<file path="src/rtl/ram_burst_master.sv">
// ram_burst_master
//   Burst initiator for the single-port RAM valid/ready access interface.
//   Accepts a command (read/write, base word address, beat count) and issues
//   one RAM access per beat. Write beats are pulled from an upstream stream,
//   read beats are pushed downstream as one-cycle pulses.
//
// Ports
//   clk, rst          : clock, synchronous active-high reset
//   cmd_*             : burst command (valid/ready), wr/addr/len
//   wr_data*          : upstream write-data stream (valid/ready)
//   rd_data*          : downstream read-data pulses (no backpressure)
//   mem_*             : RAM access request / write data / read data / ack
//   busy, done, error : status; done/error are single-cycle pulses
module ram_burst_master #(
  parameter int W        = 8,
  parameter int D        = 16,
  parameter int ADDR_LEN = 4,
  parameter int TIMEOUT  = 15
) (
  input  logic                clk,
  input  logic                rst,
  input  logic                cmd_valid,
  output logic                cmd_ready,
  input  logic                cmd_wr,
  input  logic [ADDR_LEN-1:0] cmd_addr,
  input  logic [ADDR_LEN:0]   cmd_len,
  input  logic [W-1:0]        wr_data,
  input  logic                wr_data_valid,
  output logic                wr_data_ready,
  output logic [W-1:0]        rd_data,
  output logic                rd_data_valid,
  output logic                mem_valid,
  output logic                mem_wrd,
  output logic [ADDR_LEN:0]   mem_address,
  output logic [W-1:0]        mem_wdata,
  input  logic [W-1:0]        mem_rdata,
  input  logic                mem_ready,
  output logic                busy,
  output logic                done,
  output logic                error
);

  localparam int TW = $clog2(TIMEOUT + 1);
  localparam logic [ADDR_LEN:0] LEN_MAX = (ADDR_LEN + 1)'(D);

  typedef enum logic [2:0] {
    S_IDLE,
    S_FETCH,
    S_ISSUE,
    S_WAIT,
    S_DONE
  } state_e;

  state_e              state_q, state_d;
  logic                op_q, op_d;
  logic [ADDR_LEN-1:0] cur_addr_q, cur_addr_d;
  logic [ADDR_LEN:0]   beat_cnt_q, beat_cnt_d;
  logic [TW-1:0]       tmo_cnt_q, tmo_cnt_d;
  logic                mem_wrd_q, mem_wrd_d;
  logic [ADDR_LEN:0]   mem_address_q, mem_address_d;
  logic [W-1:0]        mem_wdata_q, mem_wdata_d;
  logic [W-1:0]        rd_data_q, rd_data_d;
  logic                rd_data_valid_q, rd_data_valid_d;
  logic                error_q, error_d;

  // State and datapath registers
  always_ff @(posedge clk) begin
    if (rst) begin
      state_q         <= S_IDLE;
      op_q            <= 1'b0;
      cur_addr_q      <= '0;
      beat_cnt_q      <= '0;
      tmo_cnt_q       <= '0;
      mem_wrd_q       <= 1'b0;
      mem_address_q   <= '0;
      mem_wdata_q     <= '0;
      rd_data_q       <= '0;
      rd_data_valid_q <= 1'b0;
      error_q         <= 1'b0;
    end else begin
      state_q         <= state_d;
      op_q            <= op_d;
      cur_addr_q      <= cur_addr_d;
      beat_cnt_q      <= beat_cnt_d;
      tmo_cnt_q       <= tmo_cnt_d;
      mem_wrd_q       <= mem_wrd_d;
      mem_address_q   <= mem_address_d;
      mem_wdata_q     <= mem_wdata_d;
      rd_data_q       <= rd_data_d;
      rd_data_valid_q <= rd_data_valid_d;
      error_q         <= error_d;
    end
  end

  // Next-state and datapath update
  always_comb begin
    state_d         = state_q;
    op_d            = op_q;
    cur_addr_d      = cur_addr_q;
    beat_cnt_d      = beat_cnt_q;
    tmo_cnt_d       = tmo_cnt_q;
    mem_wrd_d       = mem_wrd_q;
    mem_address_d   = mem_address_q;
    mem_wdata_d     = mem_wdata_q;
    rd_data_d       = rd_data_q;
    rd_data_valid_d = 1'b0;
    error_d         = 1'b0;

    unique case (state_q)
      S_IDLE: begin
        if (cmd_valid && cmd_ready) begin
          op_d       = cmd_wr;
          cur_addr_d = cmd_addr;
          beat_cnt_d = cmd_len;
          if (cmd_len == '0 || cmd_len > LEN_MAX) begin
            error_d = 1'b1;
          end else begin
            state_d = cmd_wr ? S_FETCH : S_ISSUE;
          end
        end
      end
      S_FETCH: begin
        if (wr_data_valid) begin
          mem_wdata_d = wr_data;
          state_d     = S_ISSUE;
        end
      end
      S_ISSUE: begin
        tmo_cnt_d = '0;
        state_d   = S_WAIT;
      end
      S_WAIT: begin
        if (mem_ready) begin
          if (!op_q) begin
            rd_data_d       = mem_rdata;
            rd_data_valid_d = 1'b1;
          end
          // D is a power of two, so the natural wrap of cur_addr is modulo D
          cur_addr_d = cur_addr_q + ADDR_LEN'(1);
          beat_cnt_d = beat_cnt_q - (ADDR_LEN + 1)'(1);
          if (beat_cnt_q == (ADDR_LEN + 1)'(1)) begin
            state_d = S_DONE;
          end else begin
            state_d = op_q ? S_FETCH : S_ISSUE;
          end
        end else if (tmo_cnt_q == TW'(TIMEOUT - 1)) begin
          tmo_cnt_d = '0;
          error_d   = 1'b1;
          state_d   = S_IDLE;
        end else begin
          tmo_cnt_d = tmo_cnt_q + TW'(1);
        end
      end
      S_DONE: begin
        state_d = S_IDLE;
      end
      default: begin
        state_d = S_IDLE;
      end
    endcase

    // Address/op are loaded only when entering ISSUE so they hold their
    // last issued values while mem_valid is low.
    if (state_d == S_ISSUE) begin
      mem_address_d = {1'b0, cur_addr_d};
      mem_wrd_d     = op_d;
    end
  end

  // Output decode
  always_comb begin
    cmd_ready     = (state_q == S_IDLE) && !rst;
    wr_data_ready = (state_q == S_FETCH);
    busy          = (state_q != S_IDLE);
    mem_valid     = (state_q == S_ISSUE);
    done          = (state_q == S_DONE);
    mem_wrd       = mem_wrd_q;
    mem_address   = mem_address_q;
    mem_wdata     = mem_wdata_q;
    rd_data       = rd_data_q;
    rd_data_valid = rd_data_valid_q;
    error         = error_q;
  end

endmodule

</file>
<file path="config.mk">
export PLATFORM = sky130hd
export DESIGN_NAME = ram_burst_master
export DESIGN_NICKNAME = d
export VERILOG_FILES = /design/src/rtl/ram_burst_master.sv
export SDC_FILE = /design/constraint.sdc
export NUM_CORES = 1
export LEC_CHECK = 0
export ABC_AREA = 1
export BUFFER_PORTS_ARGS = -buffer_cell sky130_fd_sc_hd__buf_2
export CAP_MARGIN = 0
export CORE_MARGIN = 2
export CORE_UTILIZATION = 55
export CTS_BUF_LIST = sky130_fd_sc_hd__clkbuf_4 sky130_fd_sc_hd__clkbuf_8
export DETAILED_ROUTE_END_ITERATION = 6
export PLACE_DENSITY_LB_ADDON = 0.15
export SKIP_CTS_REPAIR_TIMING = 1
export SLEW_MARGIN = 10
export SYNTH_ARGS = -nofsm -noshare
export SYNTH_HDL_FRONTEND = slang
export SYNTH_SLANG_ARGS = --single-unit
</file>
<file path="constraint.sdc">
create_clock -name clk -period 3.07 [get_ports clk]
set_input_delay 0.614 -clock clk [delete_from_list [all_inputs] [get_ports clk]]
set_output_delay 0.614 -clock clk [all_outputs]
set_load 0.01 [all_outputs]
</file>
Yosys cells after proc, flatten, opt, wreduce, memory -nomap -nowiden

Index checks and enable logic that the tools add are counted.

$add $sub $neg: 3
Magnitude comparators: 1
Equal/unequal tests: 10
Multiplexer cells: 26
Bitwise logic cells: 3
Reduce and logical (&&, ||, !) cells: 14

Operators by type and width:

| operator                                                               | number |
|---|---|
| 3-bit two-way mux                                                      | 6 |
| 4-bit two-way mux                                                      | 4 |
| 4-bit case mux with 2 select lines                                     | 2 |
| 3-bit case mux with 4 select lines                                     | 1 |
| 5-bit two-way mux                                                      | 2 |
| 5-bit case mux with 2 select lines                                     | 1 |
| 3-bit by 2-bit equality test with 1-bit output (second input constant) | 3 |
| 4-bit by 1-bit adder with 4-bit output (second input constant)         | 2 |
| 1-bit two-way mux                                                      | 7 |
| 2-bit != test (second input constant)                                  | 3 |
| 3-bit AND reduction                                                    | 2 |
| 5-bit by 1-bit equality test with 1-bit output (second input constant) | 1 |
| 5-bit greater-than comparator (second input constant)                  | 1 |
| 5-bit logical NOT                                                      | 1 |
| 5-bit by 1-bit subtractor with 5-bit output (second input constant)    | 1 |
| 4-bit equality test (second input constant)                            | 1 |
| 2-bit two-way mux                                                      | 2 |
| 2-bit AND reduction                                                    | 2 |
| 2-bit nonzero test                                                     | 2 |
| 3-bit by 1-bit equality test with 1-bit output (second input constant) | 1 |
| 3-bit equality test (second input constant)                            | 1 |
| 3-bit logical NOT                                                      | 1 |
| 1-bit inverter                                                         | 3 |
| 3-bit nonzero test                                                     | 1 |
| other kinds (5)                                                        | 6 |

Flip-flop bits (word level): 40
Output and inout port bits: 29
Logic and storage cells: 68

Longest topological paths before layout

Depth in word-level cells: 6
Depth in mapped cells: 11
Mapped depth without buffers: 11

Least setup slack after synthesis

No wires, ideal clock.

Kind: input to output
Start point: input rst
End point: output cmd_ready
Arrival: 1.174 ns
Path slack: 1.282 ns
Cell stages on the path: 3
Buffers on the path: 2
Cell sequence: buf_2 > clkbuf_1 > nor2_1

Cells in the longest elaborated chain, start to end: 2

Ends and longest elaborated chain:

| element           | line | RTL |
|---|---|---|
| from (decl)       | 21   | `input logic rst,` |
| 1-bit logical NOT | 172  | `cmd_ready = (state_q == S_IDLE) && !rst;` |
| 1-bit logical AND | 172  |  |
| to (decl)         | 23   | `output logic cmd_ready,` |

Every way passes these cells.

Final worst setup path

Start point: register state_q[0]
End point: output wr_data_ready

Cells in the longest elaborated chain, start to end: 1

Ends and longest elaborated chain:

| element                                        | line | RTL |
|---|---|---|
| from (decl)                                    | 54   | `state_e state_q, state_d;` |
| from (signal assigned)                         | 81   | `state_q <= state_d;` |
| 3-bit by 1-bit equality test with 1-bit output | 173  | `wr_data_ready = (state_q == S_FETCH);` |
| to (decl)                                      | 29   | `output logic wr_data_ready,` |

Every way passes these cells.

==> metrics.md <==
| Metric | Value |
|---|---|
| Outcome | `complete, no violations` |
| Vias/cell | `~5.1` |
| DP Worst Slack | `between 1 and 1.5 ns` |
| Hold Startpoint | `mem_wdata[0]` |
| P_leak | `about 0.0012 uW` |
| CTS buffer count | `5` |
| CTS tree | `done` |
| Crit path max fanout | `9` |
| Critical-path cell list | `inv_2 > nor3_2 > buf_2` |
| Clock share of power | `about 22%` |
| Worst r2r src | `state_q[1]` |
| IO buf count | `58` |
| Startpoint Class | `flip-flop` |
| Final Hold Viols | `0` |
| Unique masters post-synth | `33` |
| Nets@finish | `between 300 and 400` |
| Via count | `between 1500 and 2000` |
| Num Clock Sinks | `40` |
| Worst slew pin tran | `about 0.54 ns` |
| Unrepaired setup endpoints after global routing | `false` |
| Post-Syn Instances | `284` |
| Top_reg_cell synth | `dfxtp_1` |
| Crit Path Class | `reg -> out` |
| Pin count of the biggest net entering global routing | `22` |
| Die footprint | `between 0.004 and 0.005 mm2` |
| Syn Nets | `320` |
| Cell-internal power | `725 uW` |
| P_sw | `334 uW` |
| Post-route ant nets | `0` |
| Die span in y | `around 64 um` |
| Max-cap check violation count | `0` |
| Ys Warns | `0` |
| Worst path slowest cell | `dfxtp_1` |
| Synth Cell Area | `0.00200 mm2` |
| Die X-Extent | `about 64 um` |
| Antenna Cells | `0` |
| Worst-Skew Late Latency | `~0.34 ns` |
| CP Data Required Time | `between 2 and 2.5 ns` |
| Crit-path max cell delay | `between 0.4 and 0.5 ns` |
| I/O pins | `60` |
| Share of flip-flops with an asynchronous set or reset | `0%` |
| Reg2reg setup slack | `~1.2 ns` |
| Hpwl dp | `approximately 3.3 mm` |
| Placer Congestion | `0.881` |
| Most frequent cells in the layout | `buf_2 (58), nand2_1 (56), nor2_1 (50)` |
| Rel. slew slack | `a little under two thirds` |
| Clock tree buffer depth | `2` |
| Setup violations, final | `0` |
| First-pass GRT wire length | `between 7 and 8 mm` |
| Residual DRC | `0` |
| Pwr dens | `between 400 and 500 mW/mm2` |
| Vias in the first global route | `between 1500 and 2000` |
| Final period util | `a little over 70%` |
| Worst EP arrival | `between 1.5 and 2 ns` |
| Root buf cell | `clkbuf_4` |
| Max frequency | `452 MHz` |
| Placement row count | `21` |
| Hold Path Class | `reg -> reg` |
| Seq/Total Area, Yosys | `40.0%` |
| Fin worst setup slack | `between 0.8 and 0.9 ns` |
| Number of synthesized flops with an enable pin | `0` |
| Sw Share | `roughly a third` |
| Total track usage | `a little under a quarter` |
| Layout Skew | `about 0.011 ns` |
| 1st-iter DRT viols | `74` |
| Most common cell after layout, fill and taps aside | `buf_2` |
| Flops & latches, synth | `40` |
| Logic pwr share | `around a quarter` |
| Layout area overhead | `16.9%` |
| Initial Utilization | `between 50% and 60%` |
| Crit path from | `state_q[0]` |
| Worst-path clk slew | `0.10 ns` |
| Crit end category | `primary output` |
| H-Tree Depth | `2` |
| Final WL | `~4.4 mm` |
| Initial antenna violation count | `0` |
| Peak VDD IR | `between 0.3 and 0.4 mV` |
| Core area | `0.00342 mm2` |
| Mean routed wirelength per cell | `approximately 11 um` |
| Reg power frac | `54.7%` |
| Initial DRT Pass Iterations | `4` |
| Share of layout cells above drive strength 1 | `approximately 25%` |
| Avg Synthesized Cell Area | `around 7.1 um2` |
| Min Tclk post-route | `2.21 ns` |
| GRT overflow | `0` |
| Pins Over Slew Limit | `0` |
| Setup TNS | `0 ns` |
==> cells by family after synthesis <==
family	share of synthesized area (%)
buf+inv	7.06
xor+xnor	0.437
fa+ha+maj	3.12
flops	40.0
compound gates	11.4
other cells	0.187
simple gates	37.8
==> cells in the mapped netlist, types with 2 or more instances <==
| cell type | number | area [um2] |
|---|---|---|
| nor2_1 | 50 | 188 |
| buf_2 | 2 | 10.0 |
| nor3_1 | 2 | 10.0 |
| inv_2 | 2 | 7.51 |
| clkbuf_1 | 3 | 11.3 |
| nand2_1 | 56 | 210 |
| a21oi_1 | 20 | 100 |
| buf_6 | 2 | 22.5 |
| dfxtp_1 | 40 | 801 |
| nand3_2 | 5 | 50.1 |
| nor2_4 | 5 | 56.3 |
| nor2_2 | 3 | 18.8 |
| inv_1 | 20 | 75.1 |
| nand3_1 | 34 | 170 |
| o21ai_0 | 18 | 90.1 |
| ha_1 | 5 | 62.6 |
==> final timing paths <==
| check | cells after the start | endpoint |
|---|---|---|
| worst max-delay path | 3 | wr_data_ready |
| worst max register to register | 5 | rd_data[1] |
| worst min-delay path | 2 | mem_wdata[0] |
| worst min register to register | 2 | mem_wdata[0] |
==> cell type report <==
class | count | area, um2
Fill cell | 313 | 1070
Multi-Input combinational cell | 212 | 1060
Sequential cell | 40 | 801
Timing Repair Buffer | 59 | 298
Inverter | 23 | 86.3
Tap cell | 46 | 57.6
Clock buffer | 5 | 37.5
==> routing by layer <==
layer / global-route usage [%] / part of all wire [%] / vias to the layer above
met4: 7.71 / 1.7 / 0
met1: 29.7 / 46 / 852
met5: 0 / 0 / -
met3: 6.69 / 7.2 / 8
li1: - / - / 1030
met2: 35.3 / 45 / 71
==> flip-flops by register name, summed over array words and instances (netlist names) <==
register,count
beat_cnt_q,5
cur_addr_q,4
error,1
mem_address,4
mem_wdata,8
mem_wrd,1
op_q,1
rd_data,8
rd_data_valid,1
state_q,3
tmo_cnt_q,4
==> critical path: cells and delay by family, from the launching register on <==
family | cells | cell delay, ns
buffers and inverters | 2 | 0.36
DFF | 1 | 0.48
and+or+nand+nor | 1 | 0.43
==> through the flow <==
stage	std cells	hold slack [ns]	cell area (um2)	power (uW)	util, %
final	385	0.466	2340	1060	68.5
after global routing	385	0.486	2340	1130	68.5
after CTS	385	0.468	2340	1070	68.5
after detailed placement	380	0.452	2300	843	67.4
after global placement	380	0.451	2300	835	67.4
after floorplan	284	0.469	2000	765	-
==> power groups by stage <==
stage	Combinational (uW)	Clock, uW	Sequential, uW
2_1_floorplan	172	0	593
3_3_place_gp	245	0	590
3_5_place_dp	251	0	592
4_1_cts	251	236	580
5_1_grt	284	261	586
6_report	250	229	580
No activity file was read; power rests on OpenSTA's default activity.
